$ cat src/rtl/board_ctrl_if.sv
// board_ctrl_if: button/event inputs and clk_en/sys_rst/led outputs of board_ctrl
interface board_ctrl_if #(
  parameter int NCH = 3
);
  logic           usr_btn;
  logic [NCH-1:0] evt;
  logic           clk_en;
  logic           sys_rst;
  logic [NCH-1:0] led;
  modport master (output usr_btn, evt, input clk_en, sys_rst, led);
  modport slave  (input usr_btn, evt, output clk_en, sys_rst, led);
endinterface

$ cat src/rtl/board_ctrl.sv
// board_ctrl: clock-enable divider, debounced button reset sequencer and per-channel event counters driving LEDs (PWM LEDs when BOARD_CTRL_PWM_EN is defined)
module board_ctrl #(
  parameter int CLK_DIV     = 2,
  parameter int DEBOUNCE    = 16,
  parameter int RST_HOLD    = 8,
  parameter int NCH         = 3,
  parameter int CNT_W       = 32,
  parameter int TAP         = 20,
  parameter bit LED_ACT_LOW = 1'b1
) (
  input logic         clk,
  input logic         rst_n,
  board_ctrl_if.slave bus
);
  localparam int DW = CLK_DIV > 1 ? $clog2(CLK_DIV) : 1;
  localparam int SW = $clog2(DEBOUNCE + 1);
  localparam int HW = $clog2(RST_HOLD + 1);
  typedef enum logic [1:0] {RUN, ASSERT, HOLD} state_t;
  logic [DW-1:0]    div_q, div_d;
  logic             clk_en;
  logic [1:0]       sync_q;
  logic             btn_db;
  logic [SW-1:0]    stab;
  state_t           state, state_d;
  logic [HW-1:0]    hold_q, hold_d;
  logic             sys_rst;
  logic [CNT_W-1:0] cnt [NCH];
  logic [NCH-1:0]   led;
  assign div_d = (div_q == DW'(CLK_DIV - 1)) ? '0 : div_q + DW'(1);
  assign sys_rst = (state != RUN);
  assign bus.clk_en = clk_en;
  assign bus.sys_rst = sys_rst;
  assign bus.led = led;
  // divider; clk_en is registered so it is 0 in reset even when CLK_DIV=1
  always_ff @(posedge clk) begin
    if (!rst_n) begin
      div_q <= '0;
      clk_en <= 1'b0;
    end else begin
      div_q <= div_d;
      clk_en <= (div_d == DW'(CLK_DIV - 1));
    end
  end
  // two-flop synchroniser followed by a consecutive-sample debouncer
  always_ff @(posedge clk) begin
    if (!rst_n) begin
      sync_q <= 2'b11;
      btn_db <= 1'b1;
      stab <= '0;
    end else begin
      sync_q <= {sync_q[0], bus.usr_btn};
      if (sync_q[1] == btn_db)
        stab <= '0;
      else if (stab == SW'(DEBOUNCE - 1)) begin
        btn_db <= sync_q[1];
        stab <= '0;
      end else
        stab <= stab + SW'(1);
    end
  end
  // reset sequencer state register
  always_ff @(posedge clk) begin
    if (!rst_n) begin
      state <= ASSERT;
      hold_q <= '0;
    end else begin
      state <= state_d;
      hold_q <= hold_d;
    end
  end
  // sequencer moves only on clk_en so sys_rst always spans whole enable periods
  always_comb begin
    state_d = state;
    hold_d = hold_q;
    if (clk_en)
      unique case (state)
        RUN:    state_d = btn_db ? RUN : ASSERT;
        ASSERT: begin
          state_d = btn_db ? HOLD : ASSERT;
          hold_d = '0;
        end
        HOLD:   begin
          state_d = !btn_db ? ASSERT : (hold_q == HW'(RST_HOLD - 1)) ? RUN : HOLD;
          hold_d = hold_q + HW'(1);
        end
        default: state_d = ASSERT;
      endcase
  end
  // event counters: count on enabled cycles, clear while downstream reset is held
  always_ff @(posedge clk) begin
    for (int i = 0; i < NCH; i++)
      if (!rst_n)
        cnt[i] <= '0;
      else if (clk_en)
        cnt[i] <= sys_rst ? '0 : cnt[i] + CNT_W'(bus.evt[i]);
  end
`ifdef BOARD_CTRL_PWM_EN
  logic [3:0] ramp;
  // free-running PWM ramp stepped by clk_en
  always_ff @(posedge clk) begin
    if (!rst_n)
      ramp <= '0;
    else if (clk_en)
      ramp <= ramp + 4'd1;
  end
  // LED brightness follows the four counter bits ending at TAP
  always_ff @(posedge clk) begin
    for (int i = 0; i < NCH; i++)
      led[i] <= !rst_n ? LED_ACT_LOW : (ramp < cnt[i][TAP -: 4]) ^ LED_ACT_LOW;
  end
`else
  // LED blinks with counter bit TAP
  always_ff @(posedge clk) begin
    for (int i = 0; i < NCH; i++)
      led[i] <= !rst_n ? LED_ACT_LOW : cnt[i][TAP] ^ LED_ACT_LOW;
  end
`endif
endmodule

$ cat src/flat_wrapper.sv
// flat-port wrapper written by rule: the top's interface ports become plain ports
module board_ctrl_flat 
#(
  parameter int CLK_DIV     = 2,
  parameter int DEBOUNCE    = 16,
  parameter int RST_HOLD    = 8,
  parameter int NCH         = 3,
  parameter int CNT_W       = 32,
  parameter int TAP         = 20,
  parameter bit LED_ACT_LOW = 1'b1
)
  (clk, rst_n, bus_usr_btn, bus_evt, bus_clk_en, bus_sys_rst, bus_led);
  board_ctrl_if #(.NCH(NCH)) bus_i ();
  input logic clk;
  input logic rst_n;
  input wire logic [$bits(bus_i.usr_btn)-1:0] bus_usr_btn;
  input wire logic [$bits(bus_i.evt)-1:0] bus_evt;
  output wire logic [$bits(bus_i.clk_en)-1:0] bus_clk_en;
  output wire logic [$bits(bus_i.sys_rst)-1:0] bus_sys_rst;
  output wire logic [$bits(bus_i.led)-1:0] bus_led;
  assign bus_i.usr_btn = bus_usr_btn;
  assign bus_i.evt = bus_evt;
  assign bus_clk_en = bus_i.clk_en;
  assign bus_sys_rst = bus_i.sys_rst;
  assign bus_led = bus_i.led;
  board_ctrl #(.CLK_DIV(CLK_DIV), .DEBOUNCE(DEBOUNCE), .RST_HOLD(RST_HOLD), .NCH(NCH), .CNT_W(CNT_W), .TAP(TAP), .LED_ACT_LOW(LED_ACT_LOW)) u_core (.clk(clk), .rst_n(rst_n), .bus(bus_i));
endmodule
$ cat config.mk
export PLATFORM = sky130hd
export DESIGN_NAME = board_ctrl_flat
export DESIGN_NICKNAME = d
export VERILOG_FILES = /design/src/rtl/board_ctrl_if.sv /design/src/rtl/board_ctrl.sv /design/src/flat_wrapper.sv
export SDC_FILE = /design/constraint.sdc
export NUM_CORES = 1
export LEC_CHECK = 0
export ABC_AREA = 1
export CELL_PAD_IN_SITES_DETAIL_PLACEMENT = 1
export CELL_PAD_IN_SITES_GLOBAL_PLACEMENT = 2
export CORE_MARGIN = 1.5
export CORE_UTILIZATION = 38
export CTS_CLUSTER_SIZE = 24
export DETAILED_ROUTE_END_ITERATION = 6
export HOLD_SLACK_MARGIN = 0.15
export PLACE_DENSITY_LB_ADDON = 0.1
export SLEW_MARGIN = 25
export SYNTH_ARGS = -nofsm -noshare
export SYNTH_HDL_FRONTEND = slang
export SYNTH_SLANG_ARGS = --single-unit
$ cat constraint.sdc
create_clock -name clk -period 3.13 [get_ports clk]
set_clock_uncertainty 0.2 [all_clocks]
set_input_delay 0.626 -clock clk [delete_from_list [all_inputs] [get_ports clk]]
set_output_delay 0.626 -clock clk [all_outputs]
set_load 0.05 [all_outputs]
# [Word level (Yosys, flattened, before mapping)]
# Memories as Yosys holds them, arrays and structs flattened.
# Cells that the tools add are included.
[totals] elab_cells=50 mem_bits_ro=0 latch_bits=0 ff_bits=18 inputBits=6 out_inout_bits=5 memories=1 ram_bits=96
[op_classes] reduce_logical=7 bitwise_logic=8 multipliers=0 n_addsub=6 n_eq_ne=5 n_shift=0 muxes=16 order_cmp=0 div=0
[memory_table] name="u_core.cnt" depth=3 word_bits=32 read_ports=3 rd_clocked_by_memory_dff=0 write_ports=3 line_no="board_ctrl.sv:27" rtl="logic [CNT_W-1:0] cnt [NCH];"
[op_table] cell="$mux 32" n=6
[op_table] cell="$add 32x1->32" n=3
[op_table] cell="$pmux 4 s2" n=1
[op_table] cell="$mux 2" n=3
[op_table] cell="$pmux 2 s3" n=1
[op_table] cell="$add 5x1->5 const B" n=1
[op_table] cell="$eq 5x4->1 const B" n=1
[op_table] cell="$mux 1" n=5
[op_table] cell="$not 1->1" n=5
[op_table] cell="$add 4x1->4 const B" n=1
[op_table] cell="$eq 4x3->1 const B" n=1
[op_table] cell="$reduce_and 2->1" n=2
[op_table] cell="$reduce_bool 2->1" n=2
[op_table] cell="$or 1x1->1" n=3
[op_table] cell="$reduce_or 3->1" n=1
[op_table] cell="$eq 2x1->1 const B" n=1
[op_table] cell="$eq 2x2->1 const B" n=1
[op_table] cell="$logic_not 2->1" n=1
[op_table] cell="$reduce_or 2->1" n=1
[op_table] cell="$add 1x1->1 const B" n=1
[op_table] cell="$eq 1x1->1" n=1

# [Logic depth before layout (Yosys ltp)]
[logic_depth] word_depth=4 ltp_mapped=9 mapped_depth_nobuf=9

# [Worst setup path before layout]
# OpenSTA, ideal clock, no wires.
[synth_timing] kind="input to register" from="input rst_n" to="memory u_core.cnt[0][0] (enable)" arrival_ns=2.191 stages=4 t_required_ns=2.512 n_path_buf=1 setup_ns=0.418 path_slack_ns=0.321 path_cell_list="buf_4 -> inv_1 -> nor2_1 -> inv_1"
[synth_lines] element="start: declaration" line_no="flat_wrapper.sv:15" rtl="input logic rst_n;"
[synth_lines] element="end: declaration" line_no="board_ctrl.sv:27"

# [Worst setup path after layout]
[layout_timing] from="register u_core.state[1]" to="output bus_sys_rst"
[layout_between] elab_chain_cells=1
[layout_rtl] element="start: declaration" line_no="board_ctrl.sv:24" rtl="state_t state, state_d;"
[layout_rtl] element="start signal: assignment" line_no="board_ctrl.sv:67" rtl="state <= state_d;"
[layout_rtl] element="$reduce_bool 2->1" line_no="board_ctrl.sv:30" rtl="assign sys_rst = (state != RUN);"
[layout_rtl] element="end: declaration" line_no="flat_wrapper.sv:19" rtl="output wire logic [$bits(bus_i.sys_rst)-1:0] bus_sys_rst;"
# Every way passes these cells.

==> results.sh <==
export IMPL_reg2reg_to="u_core.cnt[2][18]"
export IMPL_use_met2_pct=30.7
export IMPL_multiInputGateArea_um2=1880
export IMPL_grt_pass1_vias=3687
export IMPL_core_region_area_um2=11400
export IMPL_synth_nets=551
export IMPL_netlist_cell_type_count=32
export IMPL_final_core_util_pct=43.7
export IMPL_muxShareOfSynthArea_pct=0
export IMPL_power_switching_w=0.000622
export IMPL_synth_compound_area_share_pct=6.52
export IMPL_row_count=39
export IMPL_clock_sinks=81
export IMPL_drive_above_1_share_pct=7.03
export IMPL_worst_r2r_setup_slack_ns=1.18
export IMPL_ys_ff_latch=81
export IMPL_vias=3460
export IMPL_syn_inst=532
export IMPL_min_period_over_period_pct=88.1
export IMPL_path_clk_slew_ns=0.06
export IMPL_port_buffers=10
export IMPL_max_freq_mhz=363
export IMPL_pwr_share_seq_pct=50.9
export IMPL_clock_path_buffers=2
export IMPL_insertion_delay_ns=0.34
export IMPL_gr_total_overflow=0
export IMPL_die_y_um=111
export IMPL_worstSetupPathType="reg -> out"
export IMPL_cts_root_buf="clkbuf_16"
export IMPL_cts_buffers=9
export IMPL_ys_seq_area_share_pct=51.2
export IMPL_grt_busiest_layer="met2"
export IMPL_p_leak_nw=1.78
export IMPL_pwr_share_clk_pct=41.8
export IMPL_rsz0062_at_grt="false"
export IMPL_seqCellArea_um2=2250
export IMPL_critical_path_max_fanout=3
export IMPL_swShare_pct=24.7
export IMPL_gp_congestion=0.734
export IMPL_antenna_left=0
export IMPL_io_pins=11
export IMPL_hold_viol_final=0
export IMPL_grt_util_met3_pct=2.31
export IMPL_grt_max_degree=66
export IMPL_whs_path_depth=1
export IMPL_slew_violations=0
export IMPL_synth_xor_area_share_pct=2.79
export IMPL_yosys_area_share_simple_pct=29.7
export IMPL_hp_class="reg -> reg"
export IMPL_worst_setup_path_start_kind="flip-flop"
export IMPL_cts_resized=0
export IMPL_dp_hpwl_um=7010
export IMPL_combPwrFrac_pct=7.3
export IMPL_arrival_ns=1.93
export IMPL_drt_initial_drc_count=176
export IMPL_route_detailed_drc=0
export IMPL_p_int_w=0.00190
export IMPL_yosysWarnings=0
export IMPL_synthAdderAreaFrac_pct=3.70
export IMPL_cts_setup_buffers=0
export IMPL_status="complete, no violations"
export IMPL_grt_usage_pct=17.7
export IMPL_cp_required_ns=2.30
export IMPL_worstHoldStart="u_core.sync_q[0]"
export IMPL_drv_cap=0
export IMPL_reg2regPathDepth=9
export IMPL_r2r_start="u_core.cnt[2][0]"
export IMPL_antenna_cells=0
export IMPL_setup_tns_ns=0
export IMPL_synth_top_family_by_area="simple AND/OR/NAND/NOR gates"
export IMPL_first_pass_iters=4
export IMPL_antenna_found_initial=0
export IMPL_cp_end_kind="primary output"
export IMPL_synth_area_um2=4400
export IMPL_routedWlPerCell_um=13.9
export IMPL_cts_htree_levels=3
export IMPL_nFillCells=1378
export IMPL_grt_use_met1_pct=22.7
export IMPL_cts_tree="done"
export IMPL_die_area_um2=12200
export IMPL_area_growth_pct=13.0
export IMPL_ctsHoldBuffers=0
export IMPL_post_route_min_period_ns=2.76
export IMPL_hold_slack_ns=0.237
export IMPL_pwr_density_cell_nw_per_um2=507
export IMPL_worstSetupStartpoint="u_core.state[1]"
export IMPL_viasPerCell=4.96
export IMPL_setup_viol=0
export IMPL_initial_core_util_pct=38.7
export IMPL_worst_pin_slew_ns=0.511
export IMPL_final_nets=569
export IMPL_fp_dieW_um=111
export IMPL_relSlewSlack_pct=65.8
export IMPL_ir_worst_vdd_v=0.000299
export IMPL_finalWirelength_um=9710
export IMPL_syn_avg_cell_area_um2=8.26
export IMPL_whs_endpoint="u_core.sync_q[1]"
export IMPL_grt_pass1_wl_um=17600
per-layer routing:
layer	vias to the layer above	routed length (um)
li1	1781	-
met4	0	147
met5	-	0
met1	1655	4730
met2	14	4720
met3	10	123
synth_stat cells (all sizes together):
| cell type | instances | area share (%) |
|---|---|---|
| a211oi | 2 | 0.34 |
| a21oi | 30 | 3.4 |
| buf | 6 | 0.94 |
| clkinv | 1 | 0.11 |
| dfxtp | 18 | 8.2 |
| edfxtp | 63 | 43 |
| ha | 13 | 3.7 |
| inv | 58 | 5.0 |
| nand2 | 113 | 9.8 |
| nand3 | 36 | 4.5 |
| nand4 | 8 | 1.1 |
| nor2 | 136 | 13 |
| nor3 | 8 | 0.91 |
| nor3b | 1 | 0.17 |
| nor4 | 1 | 0.14 |
| o211ai | 1 | 0.17 |
| o21a | 4 | 0.68 |
| o21ai | 14 | 1.6 |
| o21bai | 1 | 0.17 |
| o22ai | 1 | 0.14 |
| or2 | 3 | 0.43 |
| xor2 | 14 | 2.8 |
kinds of logic after synthesis:
logic type | Yosys count
AO/OA/AOI/OAI | 53
AND/OR/NAND/NOR | 306
buffers and inverters | 65
flip-flops | 81
XOR/XNOR | 14
adder cells (fa/ha/maj) | 13
cell type report:
class | count | area share [%]
clock buffers | 11 | 5.32
clock inverters | 5 | 0.655
inverters | 59 | 4.49
multi-input cells | 386 | 37.9
flip-flops and latches | 81 | 45.4
well taps | 143 | 3.60
repair buffers | 13 | 2.72
through the flow:
step / cell area [um^2] / std cells / setup WS (ns) / total power [W]
floorplan: 4400 / 532 / 0.321 / 0.00142
global placement: 4670 / 682 / 0.460 / 0.00148
detailed placement: 4670 / 682 / 0.391 / 0.00149
CTS: 4960 / 698 / 0.361 / 0.00256
global route: 4960 / 698 / 0.259 / 0.00263
finish: 4960 / 698 / 0.372 / 0.00252
sequential cells by signal, summed over array words and instances (netlist names):
signal and flops:
u_core.div_q 1, u_core.state 2, u_core.btn_db 1, u_core.cnt 63, u_core.sync_q 2, u_core.stab 5, u_core.hold_q 4, u_core.bus.led 3
critical path: stages, from the launching register on:
cell and delay, ns:
dfxtp_1 0.38, inv_1 0.10, ha_1 0.26, inv_1 0.07
clkdlybuf4s50_1 0.79
power by group through the flow:
stage,registers [W],logic [W],clock network (W)
3_5_place_dp,0.00131,0.000186,0
5_1_grt,0.00129,0.000210,0.00113
6_report,0.00128,0.000183,0.00105
3_3_place_gp,0.00130,0.000182,0
2_1_floorplan,0.00130,0.000125,0
4_1_cts,0.00128,0.000188,0.00109
layout by cell type, fill, tap and decap left out, types with 2 or more instances in the layout:
cell type	netlist	final
inv_1	57	56
o21ai_1	2	2
nor2_4	4	4
nor2_1	126	126
buf_4	2	2
or2_2	2	2
nor2_2	6	6
nand2_2	3	3
inv_4	0	3
a21oi_1	30	30
inv_2	1	2
clkdlybuf4s50_1	0	10
o21ai_0	12	12
dfxtp_1	18	18
nand4_1	8	8
xor2_1	14	14
clkinv_2	1	2
nand3_1	34	34
nand2_1	110	110
ha_1	13	13
edfxtp_1	63	63
nor3_1	8	8
clkbuf_16	0	10
a211oi_1	2	2
o21a_1	4	4
worst max path at each step:
| stage | endpoint | slack, ns | cells after the start |
|---|---|---|---|
| finish | bus_sys_rst | 0.37 | 4 |
| global placement | u_core.cnt[2][20] | 0.46 | 10 |
| CTS | bus_sys_rst | 0.36 | 4 |
| detailed placement | u_core.cnt[2][18] | 0.39 | 10 |
| global route | bus_sys_rst | 0.26 | 4 |
| floorplan | u_core.cnt[0][0] | 0.32 | 4 |
(Power assumes the default switching activity.)
==> RTL edit: new RTL, same flow settings <==
Re-encode `state_t` (3 states) as one-hot, 3 bits wide.
--- a/src/rtl/board_ctrl.sv
+++ b/src/rtl/board_ctrl.sv
@@ -16,5 +16,5 @@
   localparam int SW = $clog2(DEBOUNCE + 1);
   localparam int HW = $clog2(RST_HOLD + 1);
-  typedef enum logic [1:0] {RUN, ASSERT, HOLD} state_t;
+  typedef enum logic [2:0] {RUN = 3'b001, ASSERT = 3'b010, HOLD = 3'b100} state_t;
   logic [DW-1:0]    div_q, div_d;
   logic             clk_en;
Function: same outputs for any inputs over 10 cycles, from zero or initial values and one cycle with rst_n low; not proved beyond that.
==> RTL edit against the original RTL <==
Global-route usage is 0.73 points lower; power is 3.0% lower; cell area is 0.25% lower; sequential cell count is 1 higher; wire length is 1.2% lower; synthesized area is 0.40% lower; fmax is 10% higher; worst setup slack better by 0.25 ns; critical path type unchanged.
==> RTL edit: results (changes against the original RTL) <==
Met2 Usage GRT = 29.06% (was 30.66%)
Final WL = 9599 um (was 9714 um)
Total GRT Usage = 16.94% (was 17.67%)
Core ar. = 0.01132 mm^2 (was 0.01137 mm^2)
Share of layout cells above drive strength 1 = 7.104% (was 7.027%)
Worst hold slack = 0.2160 ns (was 0.2366 ns)
GP Congestion = 0.7208 (was 0.7341)
Worst Tran Pin Value = 0.7065 ns (was 0.5107 ns)
Met3 GRT Util = 2.646% (was 2.305%)
Fin nets = 559 (was 569)
WL per Instance = 13.87 um (was 13.92 um)
Status = finished clean (unchanged)
Initial drt markers = 124 (was 176)
First-pass GRT wire length = 15820 um (was 17570 um)
LEAKAGE = 1.754 nW (was 1.779 nW)
Sequential area share after synthesis = 51.90% (was 51.24%)
# placed instances = 676 (was 682)
Syn Nets = 541 (was 551)
Top cells by count, synth = nand2_1, nor2_1, inv_1 (was nor2_1, nand2_1, edfxtp_1)
Vias in the first global route = 3397 (was 3687)
Vias/cell = 4.968 (was 4.957)
Antenna cells = 0 (unchanged)
Worst R2R End = u_core.cnt[2][16] (was u_core.cnt[2][18])
Ys flop type = edfxtp_1 (unchanged)
Count of mapped cells out of synthesis = 526 (was 532)
Met1 Use GR = 21.03% (was 22.68%)
DPL Wire Length = 6763 um (was 7015 um)
Filler instances = 1365 (was 1378)
Critical Path AT = 1.68 ns (was 1.93 ns)
Hold Path Stages = 1 (unchanged)
FF-to-FF path depth = 7 (was 9)
Maximum VDD drop = 231.9 uV (was 299.5 uV)
FF-to-FF setup slack = 1.16 ns (was 1.18 ns)
Pre-CTS setup slack = 0.3587 ns (was 0.3913 ns)
Crit path from = u_core.state[2] (was u_core.state[1])
Area of placed instances = 0.004663 mm^2 (was 0.004668 mm^2)
Critical-path maximum fanout = 4 (was 3)
Largest net degree at the start of global routing = 34 (was 66)
Synth area leaders = edfxtp_1, nand2_1, nor2_1, dfxtp_1, inv_1 (was edfxtp_1, nor2_1, nand2_1, dfxtp_1, inv_1)
Synth cell types = 29 (was 32)
## RTL edit: worst max-delay path by stage
stage | to | slack, ns | cells after the start
final | bus_sys_rst | 0.63 | 3
after global routing | bus_sys_rst | 0.55 | 3
after CTS | bus_sys_rst | 0.61 | 3
after detailed placement | u_core.cnt[2][16] | 0.36 | 8
after global placement | u_core.cnt[2][20] | 0.42 | 10
after floorplan | u_core.hold_q[2] | 0.26 | 7
## RTL edit: layout make-up
class,count,area [um^2],area share [%]
clock inverters,4,22.52,0.4548
clock buffers,12,266.5,5.382
multi-input cells,371,1809,36.53
well taps,143,178.9,3.613
repair buffers,14,155.1,3.133
flip-flops and latches,82,2272,45.88
inverters,66,247.7,5.003
## RTL edit: worst max-delay path, cell delays in order (launching register included)
cell and delay, ns:
dfxtp_1 0.35, inv_1 0.07, nand3_2 0.11, clkdlybuf4s50_1 0.81
## RTL edit: kinds of logic (layout without fill, tap and decap cells)
family                   Yosys count  in the layout  synth area share (%)
XOR/XNOR                          14             14                 2.801
buffers and inverters             73             96                 6.773
AO/OA/AOI/OAI                     68             68                 8.231
flip-flops                        82             82                 51.90
AND/OR/NAND/NOR                  280            280                 27.72
adder cells (fa/ha/maj)            9              9                 2.572
## RTL edit: power breakdown
part,switching (mW),internal [mW]
registers,0.0455,1.22
clock network,0.442,0.602
logic,0.0861,0.0459
total,0.574,1.87
## RTL edit: metal layers
| layer | vias to the layer above | wire length [um] |
|---|---|---|
| li1 | 1762 | - |
| met1 | 1639 | 4730 |
| met2 | 21 | 4511 |
| met3 | 16 | 142 |
| met4 | 0 | 214 |
| met5 | - | 0 |
